`src/rtl/rf_wb_arbiter.sv`:
```
// rf_wb_arbiter: round-robin arbiter sharing one register-file write port
// among NREQ write-back requesters, with a single registered output stage.
// Optional feature: define RF_WB_BYPASS_EN to add a same-cycle read bypass
// of the write currently presented on the register-file port.
//
// Handshake: a requester holds req_valid/addr/data stable until it sees
// req_ready; a transfer happens in any cycle where req_valid[i] & req_ready[i].
// req_ready depends only on req_valid, rr_ptr, hold, flush and rst, never on
// the requester's address or data.
module rf_wb_arbiter #(
  parameter int NREQ = 3,
  parameter int AW   = 5,
  parameter int DW   = 32
) (
  input  logic              clk,
  input  logic              rst,
  input  logic [NREQ-1:0]   req_valid,
  input  logic [NREQ*AW-1:0] req_addr,
  input  logic [NREQ*DW-1:0] req_data,
  output logic [NREQ-1:0]   req_ready,
  input  logic              hold,
  input  logic              flush,
  output logic              rf_we,
  output logic [AW-1:0]     rf_waddr,
  output logic [DW-1:0]     rf_wdata,
  output logic [2:0]        grant_idx,
`ifdef RF_WB_BYPASS_EN
  input  logic [AW-1:0]     byp_raddr1,
  input  logic [AW-1:0]     byp_raddr2,
  output logic              byp_hit1,
  output logic              byp_hit2,
  output logic [DW-1:0]     byp_data1,
  output logic [DW-1:0]     byp_data2,
`endif
  output logic              busy
);

  // Round-robin pointer: the requester searched first in the current cycle.
  logic [2:0]    rr_ptr;

  // Registered write stage presented to the register file.
  logic          we_q;
  logic [AW-1:0] waddr_q;
  logic [DW-1:0] wdata_q;

  // Arbitration results.
  logic          found_hi;
  logic          found_lo;
  logic [2:0]    sel_hi;
  logic [2:0]    sel_lo;
  logic [2:0]    gnt_sel;
  logic          allow;
  logic          granted;
  logic [AW-1:0] sel_addr;
  logic [DW-1:0] sel_data;
  logic [2:0]    ptr_next;

  // Two-pass search: first valid requester at or above rr_ptr, otherwise
  // the lowest valid requester overall (that is the wrap-around part).
  always_comb begin
    found_hi = 1'b0;
    found_lo = 1'b0;
    sel_hi   = '0;
    sel_lo   = '0;
    for (int i = 0; i < NREQ; i++) begin
      if (!found_hi && req_valid[i] && (3'(i) >= rr_ptr)) begin
        found_hi = 1'b1;
        sel_hi   = 3'(i);
      end
      if (!found_lo && req_valid[i]) begin
        found_lo = 1'b1;
        sel_lo   = 3'(i);
      end
    end
    gnt_sel = found_hi ? sel_hi : sel_lo;
  end

  // Grant qualification and the handshake-facing outputs.
  always_comb begin
    allow     = ~rst & ~hold & ~flush;
    granted   = found_lo & allow;
    req_ready = '0;
    grant_idx = '0;
    if (granted) begin
      req_ready = {{(NREQ-1){1'b0}}, 1'b1} << gnt_sel;
      grant_idx = gnt_sel;
    end
    busy = (|req_valid) & ~granted & ~rst;
  end

  // Route the granted requester's address and data toward the stage.
  always_comb begin
    sel_addr = '0;
    sel_data = '0;
    for (int i = 0; i < NREQ; i++) begin
      if (gnt_sel == 3'(i)) begin
        sel_addr = req_addr[i*AW +: AW];
        sel_data = req_data[i*DW +: DW];
      end
    end
  end

  // Pointer moves just past the granted requester, wrapping at NREQ-1.
  always_comb begin
    ptr_next = rr_ptr;
    if (granted) begin
      ptr_next = (gnt_sel == 3'(NREQ-1)) ? 3'd0 : gnt_sel + 3'd1;
    end
  end

  // Pointer register.
  always_ff @(posedge clk) begin
    if (rst) begin
      rr_ptr <= '0;
    end else begin
      rr_ptr <= ptr_next;
    end
  end

  // Output stage: load on transfer; x0 writes are accepted but never enabled.
  always_ff @(posedge clk) begin
    if (rst) begin
      we_q    <= 1'b0;
      waddr_q <= '0;
      wdata_q <= '0;
    end else if (granted) begin
      we_q    <= (sel_addr != '0);
      waddr_q <= sel_addr;
      wdata_q <= sel_data;
    end else begin
      we_q    <= 1'b0;
    end
  end

  // A flush kills the write being presented in the flush cycle itself.
  always_comb begin
    rf_we    = we_q & ~flush;
    rf_waddr = waddr_q;
    rf_wdata = wdata_q;
  end

`ifdef RF_WB_BYPASS_EN
  // Same-cycle bypass of the landing write; rf_we already excludes x0 and flush.
  always_comb begin
    byp_hit1  = rf_we & (byp_raddr1 == waddr_q);
    byp_hit2  = rf_we & (byp_raddr2 == waddr_q);
    byp_data1 = wdata_q;
    byp_data2 = wdata_q;
  end
`endif

endmodule

```
`config.mk`:
```
export PLATFORM = sky130hd
export DESIGN_NAME = rf_wb_arbiter
export DESIGN_NICKNAME = d
export VERILOG_FILES = /design/src/rtl/rf_wb_arbiter.sv
export SDC_FILE = /design/constraint.sdc
export NUM_CORES = 1
export LEC_CHECK = 0
export ABC_AREA = 1
export ABC_CLOCK_PERIOD_IN_PS = 1910
export CAP_MARGIN = 20
export CORE_ASPECT_RATIO = 1.1
export CORE_MARGIN = 2
export CORE_UTILIZATION = 36
export CTS_CLUSTER_SIZE = 30
export DETAILED_ROUTE_END_ITERATION = 7
export GPL_ROUTABILITY_DRIVEN = 0
export HOLD_SLACK_MARGIN = 0.06
export PLACE_DENSITY_LB_ADDON = 0.3
export SLEW_MARGIN = 20
export SYNTH_ARGS = -nofsm -noshare
export SYNTH_HDL_FRONTEND = slang
export SYNTH_SLANG_ARGS = --single-unit
```
`constraint.sdc`:
```
create_clock -name clk -period 1.91 [get_ports clk]
set_clock_uncertainty 0.2 [all_clocks]
set_input_delay 0.382 -clock clk [delete_from_list [all_inputs] [get_ports clk]]
set_output_delay 0.382 -clock clk [all_outputs]
set_load 0.01 [all_outputs]
```
# After elaboration in Yosys (flattened, before gate mapping)

Cells that the tools add are included.

Register bits after elaboration: 41

$add $sub $neg: 1
$lt $le $gt $ge: 3
Eq/ne operators: 2
Shift operators: 1
Mux-type cells: 20
Bitwise operators: 10
Reduce and logical (&&, ||, !) cells: 15

Operator list:

| cell                  | number |
|---|---|
| $mux W32              | 3 |
| $mux W3               | 6 |
| $mux W5               | 3 |
| $mux W1               | 8 |
| $logic_and A1 B1 Y1   | 7 |
| $and A1 B1 Y1         | 6 |
| $ge A1 B3 Y1 const A  | 2 |
| $reduce_bool A5 Y1    | 1 |
| $logic_not A1 Y1      | 4 |
| $not A1 Y1            | 4 |
| $add A3 B1 Y3 const B | 1 |
| $eq A3 B1 Y1 const B  | 1 |
| $eq A3 B2 Y1 const B  | 1 |
| $ge A2 B3 Y1 const A  | 1 |
| $logic_not A3 Y1      | 1 |
| $reduce_or A3 Y1      | 1 |
| $shl A1 B3 Y3 const A | 1 |
| $reduce_or A2 Y1      | 1 |

# Longest topological paths before layout

Depth in word-level cells: 17
Gate-level depth with buffers: 14
Gate-level depth less buffers: 13

# Least setup slack after synthesis

OpenSTA, ideal clock, no wires.

Path type: input to output
From: in req_valid[2]
To: out grant_idx[1]
Arrival: 1,306 ps
Required time: 1,328 ps
Setup slack: 22 ps
Cell stages on the path: 6
Path buffers: 2
Cell sequence: inv_1 > a31oi_2 > nand2_4 > buf_6 > buf_2 > nor2_1

Longest elaborated chain between the ends: 5
Elaborated cells between the ends (all ways): 10
Those cells by class: mux (6); bitwise (1); reduce/logical (3)

Ends and longest elaborated chain:

| element                            | RTL line | RTL |
|---|---|---|
| start, declared                    | 17       | `input logic [NREQ-1:0] req_valid,` |
| $logic_and A1 B1 Y1 (2 in series)  | 66       | `if (!found_hi && req_valid[i] && (3'(i) >= rr_ptr)) begin` |
| $mux W3 or $mux W1 (tied branches) | 66       |  |
| $mux W3                            | 75       | `gnt_sel = found_hi ? sel_hi : sel_lo;` |
| $mux W3 (*)                        | 84       | `if (granted) begin` |
| end, declared                      | 26       | `output logic [2:0] grant_idx,` |

Mark *: on every way between the ends. The rest lies on a longest branch, timed or not.

# Final worst setup path

From: reg rr_ptr[1]
To: out req_ready[0]

Longest elaborated chain between the ends: 14
Elaborated cells between the ends (all ways): 18
Those cells by class: order compare (3); shift (1); mux (7); reduce/logical (7)

Ends and longest elaborated chain:

| element                            | RTL line | RTL |
|---|---|---|
| start, declared                    | 39       | `logic [2:0] rr_ptr;` |
| start signal, assigned             | 116      | `rr_ptr <= ptr_next;` |
| $ge A1 B3 Y1                       | 66       |  |
| $logic_and A1 B1 Y1                | 66       |  |
| $mux W1                            | 66       |  |
| $logic_not A1 Y1                   | 66       |  |
| $logic_and A1 B1 Y1 (2 in series)  | 66       |  |
| $mux W1                            | 66       |  |
| $logic_not A1 Y1                   | 66       |  |
| $logic_and A1 B1 Y1 (2 in series)  | 66       |  |
| $mux W3 or $mux W1 (tied branches) | 66       |  |
| $mux W3 (*)                        | 75       |  |
| $shl A1 B3 Y3 (*)                  | 85       | `req_ready = {{(NREQ-1){1'b0}}, 1'b1} << gnt_sel;` |
| $mux W3 (*)                        | 84       |  |
| end, declared                      | 20       | `output logic [NREQ-1:0] req_ready,` |

Marked as above.

==> metrics.txt <==
DR vias/cell 4.96; most frequent cells after synthesis nand2_1 (119), nand3_1 (51), dfxtp_1 (41), nor2_1 (29), o21ai_1 (22); share of Yosys cell area claimed by the top area cell type 34.9%; ordered cell list for the critical path nor2_4 -> nand2_2 -> o211ai_4 -> nand2_4 -> inv_8 -> nand2_8 -> nor2_4 -> buf_6; CTS Buffer Depth 2; detailed placement HPWL 6.36 mm; main combinational cell family by area after synthesis simple AND/OR/NAND/NOR gates; final net count 664; placed cell count 602; adder-cell share of the synthesized area 0%; Avg Inst Size Synth 6.50 sq um; initial core utilization 37.8%; Core Area 6230 sq um; count leader, synth nand2_1; # IOs 163; CTS tree built; n_diodes 0; Clock Latency Late Sink 0.29 ns; detailed-route DRC error count 0; cell family with most CP delay simple AND/OR/NAND/NOR gates; post-route insts no fill 626; Async SR Flop Fraction 0%; Netlist cell types 32; final setup violation count 10; largest net degree at the start of global routing 46; ANT nets after route 0; Synthesized Nets 480; crit path time final 2.12 ns; status finished with violations; Synth Flop Type dfxtp_1; Setup TNS -0.804 ns; Ys Warns 0; row cnt 30; Pre-antenna DRT Iters 4; CTS H-tree lvls 2; vias in the first global route 3121; # port buffers 161; layout cells sized above 1 15.6%; IR Drop Worst-Case VDD 0.317 mV; Seq cells post-synth 41; drt wl/cell 14.5 um; Slowest Stage Delay on Critical Path 0.39 ns; Max Freq 471 MHz; worst setup margin -0.215 ns; violated checks negative setup slack; Fillers 537; fraction of synthesized area in multiplexers 0%; Slowest cell on crit path dfxtp_4; CTS buffer count 5; Die ar. 7200 sq um; CTS root buf clkbuf_8; Simple-Gate Fraction of Synth Area 39.6%; dominant cell type by area after synthesis dfxtp_1; Worst EP required 1.33 ns; final core utilization 71.3%; compound-gate portion of the synthesized area 14.8%; final period utilization 111%; Setup CP Type register to output pin; CP most frequent cell nor2_4; XOR/XNOR share of the synthesized area 0%; cells after synthesis 362; Worst Setup End Kind output pin; initial antenna violation count 0; All-Layer GR Usage 24.6%; Vias 3104; Arrival @ worst endpoint 1.54 ns; Buf/Inv on CP 2; post-synthesis sequential area ratio 34.9%; Area after DPL 4090 sq um; Syn-to-layout area delta 88.6%; cell area after layout 4440 sq um; clk sinks 41; crit-path max FO 4; Worst setup SP type register; chip width 81.1 um; RSZ-0062 raised after global routing true; Mapped Area 2350 sq um; Max Cap Viol 0; Pins Over Slew Limit 0; worst slack, placed -0.909 ns; pwr/cell area 519 nW/um^2; Die Ht 88.8 um; number of synthesized flops with an enable pin 0; Routed WL 9.05 mm; top post-synthesis cells by area dfxtp_1 (35%), nand2_1 (19%), nand3_1 (11%); Min-Delay Path Class register to register; Pleak 2.04 nW; final hold violation count 0; clock slew at reported path FFs 0.08 ns; grt ovf 0; first-pass GRT wire length 13.7 mm; Starting DRT DRC Count 112
-- timing repair --
action / CTS / global route
gates resized for setup: 69 / 12
setup endpoints to repair: 46 / 44
hold buffers: 0 / 0
pin swaps: 10 / 6
setup buffers: 13 / 4
-- cell usage in the layout, fill, tap and decap left out, types with 2 or more instances in the layout --
cell type        synthesis  layout
a21oi_1                  9       9
a31oi_1                  6       6
buf_12                   0       2
buf_2                    5       4
buf_4                    2      34
buf_6                    6       7
clkbuf_8                 0       6
clkdlybuf4s50_1          0     148
dfxtp_1                 41      38
dfxtp_4                  0       3
dlygate4sd2_1            0       5
inv_1                   21      18
inv_2                    3       3
inv_4                    1       2
nand2_1                119     115
nand2_2                  1       3
nand2_4                  2       4
nand3_1                 51      51
nand4_1                  3       3
nor2_1                  29      26
nor2_4                   0       3
o21ai_0                  7       7
o21ai_1                 22      21
o221ai_1                 8       8
or2_2                    2       2
-- state kept, by name (all words and copies together), names as in the netlist --
name,cells
rr_ptr,3
we_q,1
rf_wdata,32
rf_waddr,5
-- stage by stage --
step	hold slack (ns)	total power [mW]
6_report	0.269	2.30
5_1_grt	0.284	2.43
2_1_floorplan	0.254	1.26
4_1_cts	0.268	2.29
3_3_place_gp	0.257	1.68
3_5_place_dp	0.261	1.70
-- per-layer routing --
metal | wire [um] | GRT usage, %
met1 | 3380 | 23.6
met2 | 4570 | 47.9
met3 | 840 | 7.65
met4 | 255 | 10.2
met5 | 0 | 0
-- report_power, final --
| part | switching [mW] | internal [mW] | total, mW |
|---|---|---|---|
| clock | 0.274 | 0.287 | 0.561 |
| combinational | 0.345 | 0.459 | 0.804 |
| sequential | 0.0307 | 0.909 | 0.939 |
-- final timing paths --
| path | from | endpoint | slack (ns) | cells past startpoint |
|---|---|---|---|---|
| max | rr_ptr[1] | req_ready[0] | -0.21 | 8 |
| min | rf_wdata[30] | rf_wdata[30] | 0.27 | 2 |
| max reg2reg | rr_ptr[1] | we_q | -0.04 | 11 |
| min reg2reg | rf_wdata[30] | rf_wdata[30] | 0.27 | 2 |
-- kinds of logic after synthesis --
group / count (synthesis)
other: 1
buffers and inverters: 50
flip-flops: 41
AO/OA/AOI/OAI: 56
AND/OR/NAND/NOR: 214
-- cell type report --
class / instances / area, sq um / area share, %
Tap cell: 80 / 100 / 2.25
Sequential cell: 41 / 832 / 18.7
Timing Repair Buffer: 202 / 1940 / 43.8
Multi-Input combinational cell: 271 / 1370 / 30.8
Inverter: 25 / 111 / 2.51
Clock buffer: 7 / 86.3 / 1.94
-- worst reg2reg max path: stages (launching register included) --
cell and delay (ns):
dfxtp_4 0.39, nor2_4 0.20, buf_6 0.13, nand3_4 0.07, nand2_4 0.12, buf_6 0.29, nand2_1 0.11, nand3_1 0.09
o21ai_0 0.11, nand2_1 0.08, nor2_1 0.04, nor2_1 0.07
Power figures use the tool's default switching activity.
